**src/rtl/ram_port_arbiter_pkg.sv**
```systemverilog
// Shared types and constants for the block-RAM port arbiter and its picker.
package ram_port_arbiter_pkg;

  // One bit selects between the two requesters.
  localparam int unsigned MIDX_W = 1;

  // RAM size shared by the top level and the arbiter.
  localparam int unsigned DEF_RAM_DEPTH = 1024;

  // Wide enough to hold a read latency of 1..4 cycles.
  localparam int unsigned CNT_W = 3;

  typedef logic [MIDX_W-1:0] midx_t;

  typedef enum logic [1:0] {
    ST_IDLE  = 2'd0,
    ST_ISSUE = 2'd1,
    ST_WAIT  = 2'd2,
    ST_RESP  = 2'd3
  } state_t;

endpackage

```
**src/rtl/ram_port_arbiter_rr_pick2.sv**
```systemverilog
// Two-way round-robin picker: on a conflict, the master that did not win last time wins.
module rr_pick2
  import ram_port_arbiter_pkg::*;
(
  input  logic [1:0] req,
  input  midx_t      last,
  output logic       grant_valid,
  output midx_t      grant_idx
);

  // Pick the lone requester, or alternate away from the previous winner.
  always_comb begin
    grant_valid = |req;
    grant_idx   = midx_t'(0);
    if (req == 2'b11) begin
      grant_idx = ~last;
    end else if (req[1]) begin
      grant_idx = midx_t'(1);
    end
  end

endmodule

```
**src/rtl/ram_port_arbiter.sv**
```systemverilog
// Shares block-RAM port A between two requesters: grant, one-cycle enable,
// read-latency wait, acknowledge. Out-of-range addresses never reach the RAM.
module ram_port_arbiter
  import ram_port_arbiter_pkg::*;
#(
  parameter int unsigned AW        = 32,
  parameter int unsigned DW        = 32,
  parameter int unsigned RAM_DEPTH = DEF_RAM_DEPTH,
  parameter int unsigned READ_LAT  = 1
) (
  input  logic          clk,
  input  logic          reset,
  input  logic          m0_req,
  input  logic          m0_rw,
  input  logic [AW-1:0] m0_addr,
  input  logic [DW-1:0] m0_wdata,
  output logic          m0_ack,
  output logic          m0_err,
  output logic [DW-1:0] m0_rdata,
  input  logic          m1_req,
  input  logic          m1_rw,
  input  logic [AW-1:0] m1_addr,
  input  logic [DW-1:0] m1_wdata,
  output logic          m1_ack,
  output logic          m1_err,
  output logic [DW-1:0] m1_rdata,
  output logic          mem_en,
  output logic          mem_we,
  output logic [AW-1:0] mem_addr,
  output logic [DW-1:0] mem_din,
  input  logic [DW-1:0] mem_dout
);

  state_t           state_q, state_d;
  midx_t            rr_last_q, rr_last_d;
  midx_t            idx_q, idx_d;
  logic             rw_q, rw_d;
  logic [AW-1:0]    addr_q, addr_d;
  logic [DW-1:0]    wdata_q, wdata_d;
  logic             err_pend_q, err_pend_d;
  logic [CNT_W-1:0] cnt_q, cnt_d;
  logic             capture;

  logic             grant_valid;
  midx_t            grant_idx;
  logic             sel_rw;
  logic [AW-1:0]    sel_addr;
  logic [DW-1:0]    sel_wdata;

  rr_pick2 u_pick (
    .req         ({m1_req, m0_req}),
    .last        (rr_last_q),
    .grant_valid (grant_valid),
    .grant_idx   (grant_idx)
  );

  // Route the winning master's request fields toward the latch.
  always_comb begin
    sel_rw    = m0_rw;
    sel_addr  = m0_addr;
    sel_wdata = m0_wdata;
    if (grant_idx == midx_t'(1)) begin
      sel_rw    = m1_rw;
      sel_addr  = m1_addr;
      sel_wdata = m1_wdata;
    end
  end

  // Next-state and next-latch logic for the access sequencer.
  always_comb begin
    state_d    = state_q;
    rr_last_d  = rr_last_q;
    idx_d      = idx_q;
    rw_d       = rw_q;
    addr_d     = addr_q;
    wdata_d    = wdata_q;
    err_pend_d = err_pend_q;
    cnt_d      = cnt_q;
    capture    = 1'b0;
    case (state_q)
      ST_IDLE: begin
        if (grant_valid) begin
          // Every grant updates the pointer, so a master that waited one
          // foreign access always wins the next conflict.
          idx_d     = grant_idx;
          rr_last_d = grant_idx;
          rw_d      = sel_rw;
          addr_d    = sel_addr;
          wdata_d   = sel_wdata;
          if (sel_addr >= AW'(RAM_DEPTH)) begin
            err_pend_d = 1'b1;
            state_d    = ST_RESP;
          end else begin
            state_d = ST_ISSUE;
          end
        end
      end
      ST_ISSUE: begin
        if (rw_q) begin
          state_d = ST_RESP;
        end else begin
          cnt_d   = CNT_W'(READ_LAT);
          state_d = ST_WAIT;
        end
      end
      ST_WAIT: begin
        if (cnt_q <= CNT_W'(1)) begin
          capture = 1'b1;
          state_d = ST_RESP;
        end else begin
          cnt_d = cnt_q - CNT_W'(1);
        end
      end
      ST_RESP: begin
        err_pend_d = 1'b0;
        state_d    = ST_IDLE;
      end
      default: state_d = ST_IDLE;
    endcase
  end

  // State register.
  always_ff @(posedge clk or posedge reset) begin
    if (reset) begin
      state_q <= ST_IDLE;
    end else begin
      state_q <= state_d;
    end
  end

  // Latched request, round-robin pointer, error flag and wait counter.
  always_ff @(posedge clk or posedge reset) begin
    if (reset) begin
      rr_last_q  <= midx_t'(1);
      idx_q      <= midx_t'(0);
      rw_q       <= 1'b0;
      addr_q     <= '0;
      wdata_q    <= '0;
      err_pend_q <= 1'b0;
      cnt_q      <= '0;
    end else begin
      rr_last_q  <= rr_last_d;
      idx_q      <= idx_d;
      rw_q       <= rw_d;
      addr_q     <= addr_d;
      wdata_q    <= wdata_d;
      err_pend_q <= err_pend_d;
      cnt_q      <= cnt_d;
    end
  end

  // Registered handshake, RAM strobes and per-master read data.
  always_ff @(posedge clk or posedge reset) begin
    if (reset) begin
      m0_ack   <= 1'b0;
      m0_err   <= 1'b0;
      m1_ack   <= 1'b0;
      m1_err   <= 1'b0;
      mem_en   <= 1'b0;
      mem_we   <= 1'b0;
      m0_rdata <= '0;
      m1_rdata <= '0;
    end else begin
      m0_ack <= (state_d == ST_RESP) && (idx_d == midx_t'(0));
      m0_err <= (state_d == ST_RESP) && (idx_d == midx_t'(0)) && err_pend_d;
      m1_ack <= (state_d == ST_RESP) && (idx_d == midx_t'(1));
      m1_err <= (state_d == ST_RESP) && (idx_d == midx_t'(1)) && err_pend_d;
      mem_en <= (state_d == ST_ISSUE);
      mem_we <= (state_d == ST_ISSUE) && rw_d;
      if (capture && (idx_q == midx_t'(0))) begin
        m0_rdata <= mem_dout;
      end
      if (capture && (idx_q == midx_t'(1))) begin
        m1_rdata <= mem_dout;
      end
    end
  end

  // Address and write data hold the latched values between accesses.
  assign mem_addr = addr_q;
  assign mem_din  = wdata_q;

endmodule

```
**config.mk**
```make
export PLATFORM = sky130hd
export DESIGN_NAME = ram_port_arbiter
export DESIGN_NICKNAME = d
export VERILOG_FILES = /design/src/rtl/ram_port_arbiter_pkg.sv /design/src/rtl/ram_port_arbiter_rr_pick2.sv /design/src/rtl/ram_port_arbiter.sv
export SDC_FILE = /design/constraint.sdc
export NUM_CORES = 1
export LEC_CHECK = 0
export CAP_MARGIN = 10
export CORE_ASPECT_RATIO = 0.75
export CORE_MARGIN = 4
export CORE_UTILIZATION = 42
export CTS_BUF_LIST = sky130_fd_sc_hd__clkbuf_4
export CTS_CLUSTER_DIAMETER = 50
export CTS_CLUSTER_SIZE = 28
export DETAILED_ROUTE_END_ITERATION = 10
export GPL_TIMING_DRIVEN = 0
export PLACE_DENSITY = 0.87
export REMOVE_ABC_BUFFERS = 1
export SETUP_SLACK_MARGIN = 0.05
export SLEW_MARGIN = 10
export SYNTH_ARGS = -nofsm -noshare
export SYNTH_HDL_FRONTEND = slang
export SYNTH_HIERARCHICAL = 1
export SYNTH_SLANG_ARGS = --single-unit
```
**constraint.sdc**
```tcl
create_clock -name clk -period 5.4 [get_ports clk]
set_clock_uncertainty 0.2 [all_clocks]
set_input_delay 0.54 -clock clk [delete_from_list [all_inputs] [get_ports clk]]
set_output_delay 0.54 -clock clk [all_outputs]
set_load 0.05 [all_outputs]
```
# [Word level (Yosys, flattened, before mapping)]
# Cells that the tools add are included.
[classes] muxes=22 bitwise=3 reduce_logical=12 add_sub_neg=1 n_eq_ne=8 magnitude_cmp=2
[op_table] cell="32-bit 2-to-1 mux" count=2
[op_table] cell="32-bit by 11-bit greater-or-equal comparator with 1-bit output (second input constant)" count=1
[op_table] cell="1-bit 2-to-1 mux" count=12
[op_table] cell="2-bit equality test (second input constant)" count=4
[op_table] cell="2-bit one-hot mux with 4 select lines" count=1
[op_table] cell="1-bit logical AND" count=7
[op_table] cell="2-bit 2-to-1 mux" count=3
[op_table] cell="3-bit 2-to-1 mux" count=2
[op_table] cell="3-bit one-hot mux with 2 select lines" count=1
[op_table] cell="2-bit by 1-bit equality test with 1-bit output (second input constant)" count=2
[op_table] cell="2-bit inequality test (second input constant)" count=2
[op_table] cell="3-bit by 1-bit less-or-equal comparator with 1-bit output (second input constant)" count=1
[op_table] cell="1-bit NOT" count=3
[op_table] cell="3-bit AND reduction" count=1
[op_table] cell="3-bit by 1-bit subtractor with 3-bit output (second input constant)" count=1
[op_table] cell="2-bit logical NOT" count=1
[op_table] cell="1-bit one-hot mux with 2 select lines" count=1
[op_table] cell="2-bit AND reduction" count=1
[op_table] cell="2-bit nonzero test" count=1
[op_table] cell="2-bit OR reduction" count=1
[totals] in_bits=166 reg_bits=143

# [Longest topological paths before layout]
[logic_depth] word_depth=10 mapped_depth=8 depth_no_buf=7

# [By module]
# The synthesis kept the hierarchy.
[modules_own_cells] module="ram_port_arbiter" area_per_inst_um2=6218.5 seq_area_each_um2=3579.7 cells_per_inst=508 instances=1
[modules_own_cells] module="rr_pick2" area_per_inst_um2=13.8 seq_area_each_um2=0.0 cells_per_inst=2 instances=1

# [Least setup slack after synthesis]
# OpenSTA, ideal clock, no wires.
[synth_path] path_kind="input to register" start="input port m1_req" end="register mem_we" cell_stages=6 path_buffers=0 arrival_ns=1.664 t_required_ns=5.080 setup_time_ns=0.120 slack_ns=3.416 path_cell_list="a21boi_1 -> nor4_1 -> and4_2 -> a221oi_2 -> o22ai_2 -> and3_1"
[synth_between] elab_chain_cells=9
[synth_rtl] element="from (decl)" line="ram_port_arbiter.sv:20" source="input logic m1_req,"
[synth_rtl] element="2-bit equality test / 1-bit 2-to-1 mux (equally long branches)" line="ram_port_arbiter_rr_pick2.sv:15, ram_port_arbiter_rr_pick2.sv:17"
[synth_rtl] element="1-bit 2-to-1 mux" line="ram_port_arbiter_rr_pick2.sv:15" source="if (req == 2'b11) begin"
[synth_rtl] element="32-bit 2-to-1 mux" line="ram_port_arbiter.sv:62" source="if (grant_idx == midx_t'(1)) begin"
[synth_rtl] element="32-bit by 11-bit greater-or-equal comparator with 1-bit output" line="ram_port_arbiter.sv:90" source="if (sel_addr >= AW'(RAM_DEPTH)) begin"
[synth_rtl] element="2-bit 2-to-1 mux" line="ram_port_arbiter.sv:90"
[synth_rtl] element="2-bit 2-to-1 mux" line="ram_port_arbiter.sv:82" source="if (grant_valid) begin"
[synth_rtl] element="2-bit one-hot mux with 4 select lines" line="ram_port_arbiter.sv:80" source="case (state_q)"
[synth_rtl] element="2-bit by 1-bit equality test with 1-bit output" line="ram_port_arbiter.sv:169" source="mem_we <= (state_d == ST_ISSUE) && rw_d;"
[synth_rtl] element="1-bit logical AND *" line="ram_port_arbiter.sv:169"
[synth_rtl] element="to (signal assigned)" line="ram_port_arbiter.sv:169"
[synth_rtl] element="to (decl)" line="ram_port_arbiter.sv:28" source="output logic mem_we,"
# Mark *: on every way between the ends. The rest lies on a longest branch, timed or not.
# A chain may end at the register's enable or synchronous reset.

# [Worst setup path after layout]
[layout_path] start="register m1_rdata[3]" end="output port m1_rdata[3]"
[layout_lines] element="from (decl)" line="ram_port_arbiter.sv:26" source="output logic [DW-1:0] m1_rdata,"
[layout_lines] element="from (signal assigned)" line="ram_port_arbiter.sv:174" source="m1_rdata <= mem_dout;"
# No word-level cell between the ends.

==> reports/qor.txt <==
Arrival @ worst endpoint: 1.80 ns
Worst reg-to-reg setup slack: 2.87 ns
Leak: 4.19 nW
Mapped Cells: 510
Placed cell areas: 0.00947 mm^2
Reg clk slew, reported paths: 0.13 ns
CTS buffer count: 17
Number of buffers and inverters on the critical path: 1
# hold bufs at CTS: 0
Placed cell count: 987
Register-to-Register Path Depth: 5
DRT Pass-1 Iters: 4
Max incr delay on CP: 0.84 ns
Sw Ratio: 0.502
First-pass GRT wire length: 28800 um
Clk sinks: 143
Die Area: 0.0169 mm^2
Root Driver: clkbuf_4
Die width: 149 um
DR vias/cell: 4.96
Share of post-route cells with drive strength above 1: 0.141
Crit-path cells: clkdlybuf4s50_1
FFs w/ async S/R, synth: 1.00
Detail Route Antenna Nets: 0
Starting Density: 0.430
Status: completed
Routability Congestion: 0.837
WP depth: 1
Fillers: 1043
Final Slew Violations: 0
Pin count of the biggest net entering global routing: 97
CTS H-tree depth: 4
Critical-path maximum fanout: 2
Period utilisation layout: 0.470
Crit path launch type: register
Worst VDD drop: 326 uV
Area of the multi-input gates: 0.00247 mm^2
Fin. Hold Viols: 0
CP max stage cell: clkdlybuf4s50_1
Layout Area Growth over Synthesis: 56.6%
Total power: 6.75 mW
P_sw: 3.39 mW
HP Class: in2async
# rows: 38
Core Area: 0.0145 mm^2
DPL Wire Length: 14700 um
Main synth FF type: dfrtp_1
Vias in the first global route: 5461
Synthesized flop and latch total: 143
Largest area contributor in the netlist: dfrtp_1
Flop pwr share: 0.282
Setup Buffers After CTS: 0
Part of the power in the clock network: 0.103
Drt drc: 0
Post-Layout Cell Count: 1019
Total Wirelength: 18400 um
Gate power share: 0.615
TritonCTS clock tree: yes
Worst Path Required: 4.66 ns
Die height: 113 um
Mapped cell area: 0.00623 mm^2
Top delay family on crit path: buffers and inverters
Final count of negative-setup-slack endpoints: 0
Synth area leaders: dfrtp_1 (57%), mux2_2 (11%), mux2i_1 (10%)
# resized after CTS: 0
RSZ-0062 raised after global routing: false
Reg area: 0.00358 mm^2
GRT Util Overall: 0.219
Slew headroom: 0.451
Max-cap violations: 0
Vias: 5054
Internal power: 3.36 mW
Yosys top cell area share: 0.570
R2R Path End: m1_rdata[13]
Final instance area: 0.00976 mm^2
Skew-Pair Late Insertion Delay: 0.56 ns
PD cells: 692 mW/mm^2
Syn_area_per_cell: 12.2 um^2
Fmax: 394 MHz
Buffers on Ports: 299
R2r startpoint: state_q[0]
Post-synth EDFFs: 0
Final min period: 2.54 ns
Worst Tran Pin Value: 0.821 ns
Total global routing overflow: 0
Antenna violations before repair: 1
Wirelength per Cell: 18.1 um
Sequential cell area fraction in the yosys report: 0.574
Final nets: 978
CP Class: reg2out
IO Count: 300
Worst setup EP type: output port
Bufs on Longest Clock Path: 2
Synth unique cells: 42
Synth Warn #: 6
Initial DRC Count: 153
-- cell usage in the layout, fill, tap and decap left out, drive strengths merged, types with 6 or more instances in the layout --
cell	Yosys	layout
mux2i	65	65
o21ai	70	70
nor3	6	6
inv	12	17
clkdlybuf4s50	0	299
nor2	8	8
ha	6	6
mux2	64	64
clkbuf	11	17
nand2	67	67
buf	17	6
dfrtp	142	142
-- how the worst max path moves through the flow --
stage,startpoint,endpoint
after CTS,mem_addr[21],mem_addr[21]
after detailed placement,m1_req,m0_err
final,m1_rdata[3],m1_rdata[3]
after global routing,state_q[0],m1_rdata[24]
after global placement,m1_req,m0_err
after floorplan,m1_req,mem_we
-- through the flow --
| step | TNS, ns | hold WS, ns | utilization | setup WS [ns] |
|---|---|---|---|---|
| 6_report | 0 | 0.155 | 0.673 | 2.86 |
| 5_1_grt | 0 | 0.149 | 0.673 | 2.77 |
| 4_1_cts | 0 | 0.138 | 0.673 | 2.80 |
| 3_5_place_dp | 0 | 0.269 | 0.653 | 2.49 |
| 3_3_place_gp | -293.07 | 0.264 | 0.642 | -2.58 |
| 2_1_floorplan | -44.91 | 0.262 | - | -0.991 |
-- power groups by stage --
stage               Combinational [mW]  Clock [mW]  Sequential [mW]
floorplan                        0.983           0             3.62
global placement                  4.10           0             1.88
detailed placement                4.18           0             1.93
CTS                               4.19       0.711             1.91
global route                      4.37       0.764             1.98
finish                            4.15       0.693             1.91
-- cell families after synthesis --
logic type               share of synthesized area
AO/OA/AOI/OAI                               0.0811
buffers and inverters                       0.0329
adder cells (fa/ha/maj)                     0.0120
flip-flops                                   0.574
multiplexers                                 0.220
AND/OR/NAND/NOR                             0.0795
-- flip-flops by register name (all words and copies together), names as in the netlist, 2 cells and up --
name	count
state_q	2
mem_din	32
mem_addr	32
m0_rdata	32
cnt_q	3
m1_rdata	32
-- Yosys cell counts, types with 5 or more instances --
master / instances
buf_2: 8
buf_4: 6
clkbuf_1: 11
dfrtp_1: 142
ha_1: 6
inv_1: 12
mux2_2: 61
mux2i_1: 65
nand2_1: 66
nor2_1: 5
nor3_1: 6
nor4_1: 5
o21ai_0: 70
-- layer usage --
layer,track usage,up-vias,share of wire
met5,0,-,0
met4,0.0505,0,0.011
met3,0.0774,20,0.080
met2,0.391,211,0.52
met1,0.255,2415,0.39
li1,-,2408,-
-- cell type report --
class | count | share of cell area
inverter | 12 | 0.00513
clock inverter | 14 | 0.0162
clock buffer | 17 | 0.0131
timing repair buffer | 305 | 0.320
multi-input combinational | 327 | 0.253
sequential | 143 | 0.367
tap | 200 | 0.0256
antenna | 1 | 0.000256
Power figures use the tool's default switching activity.
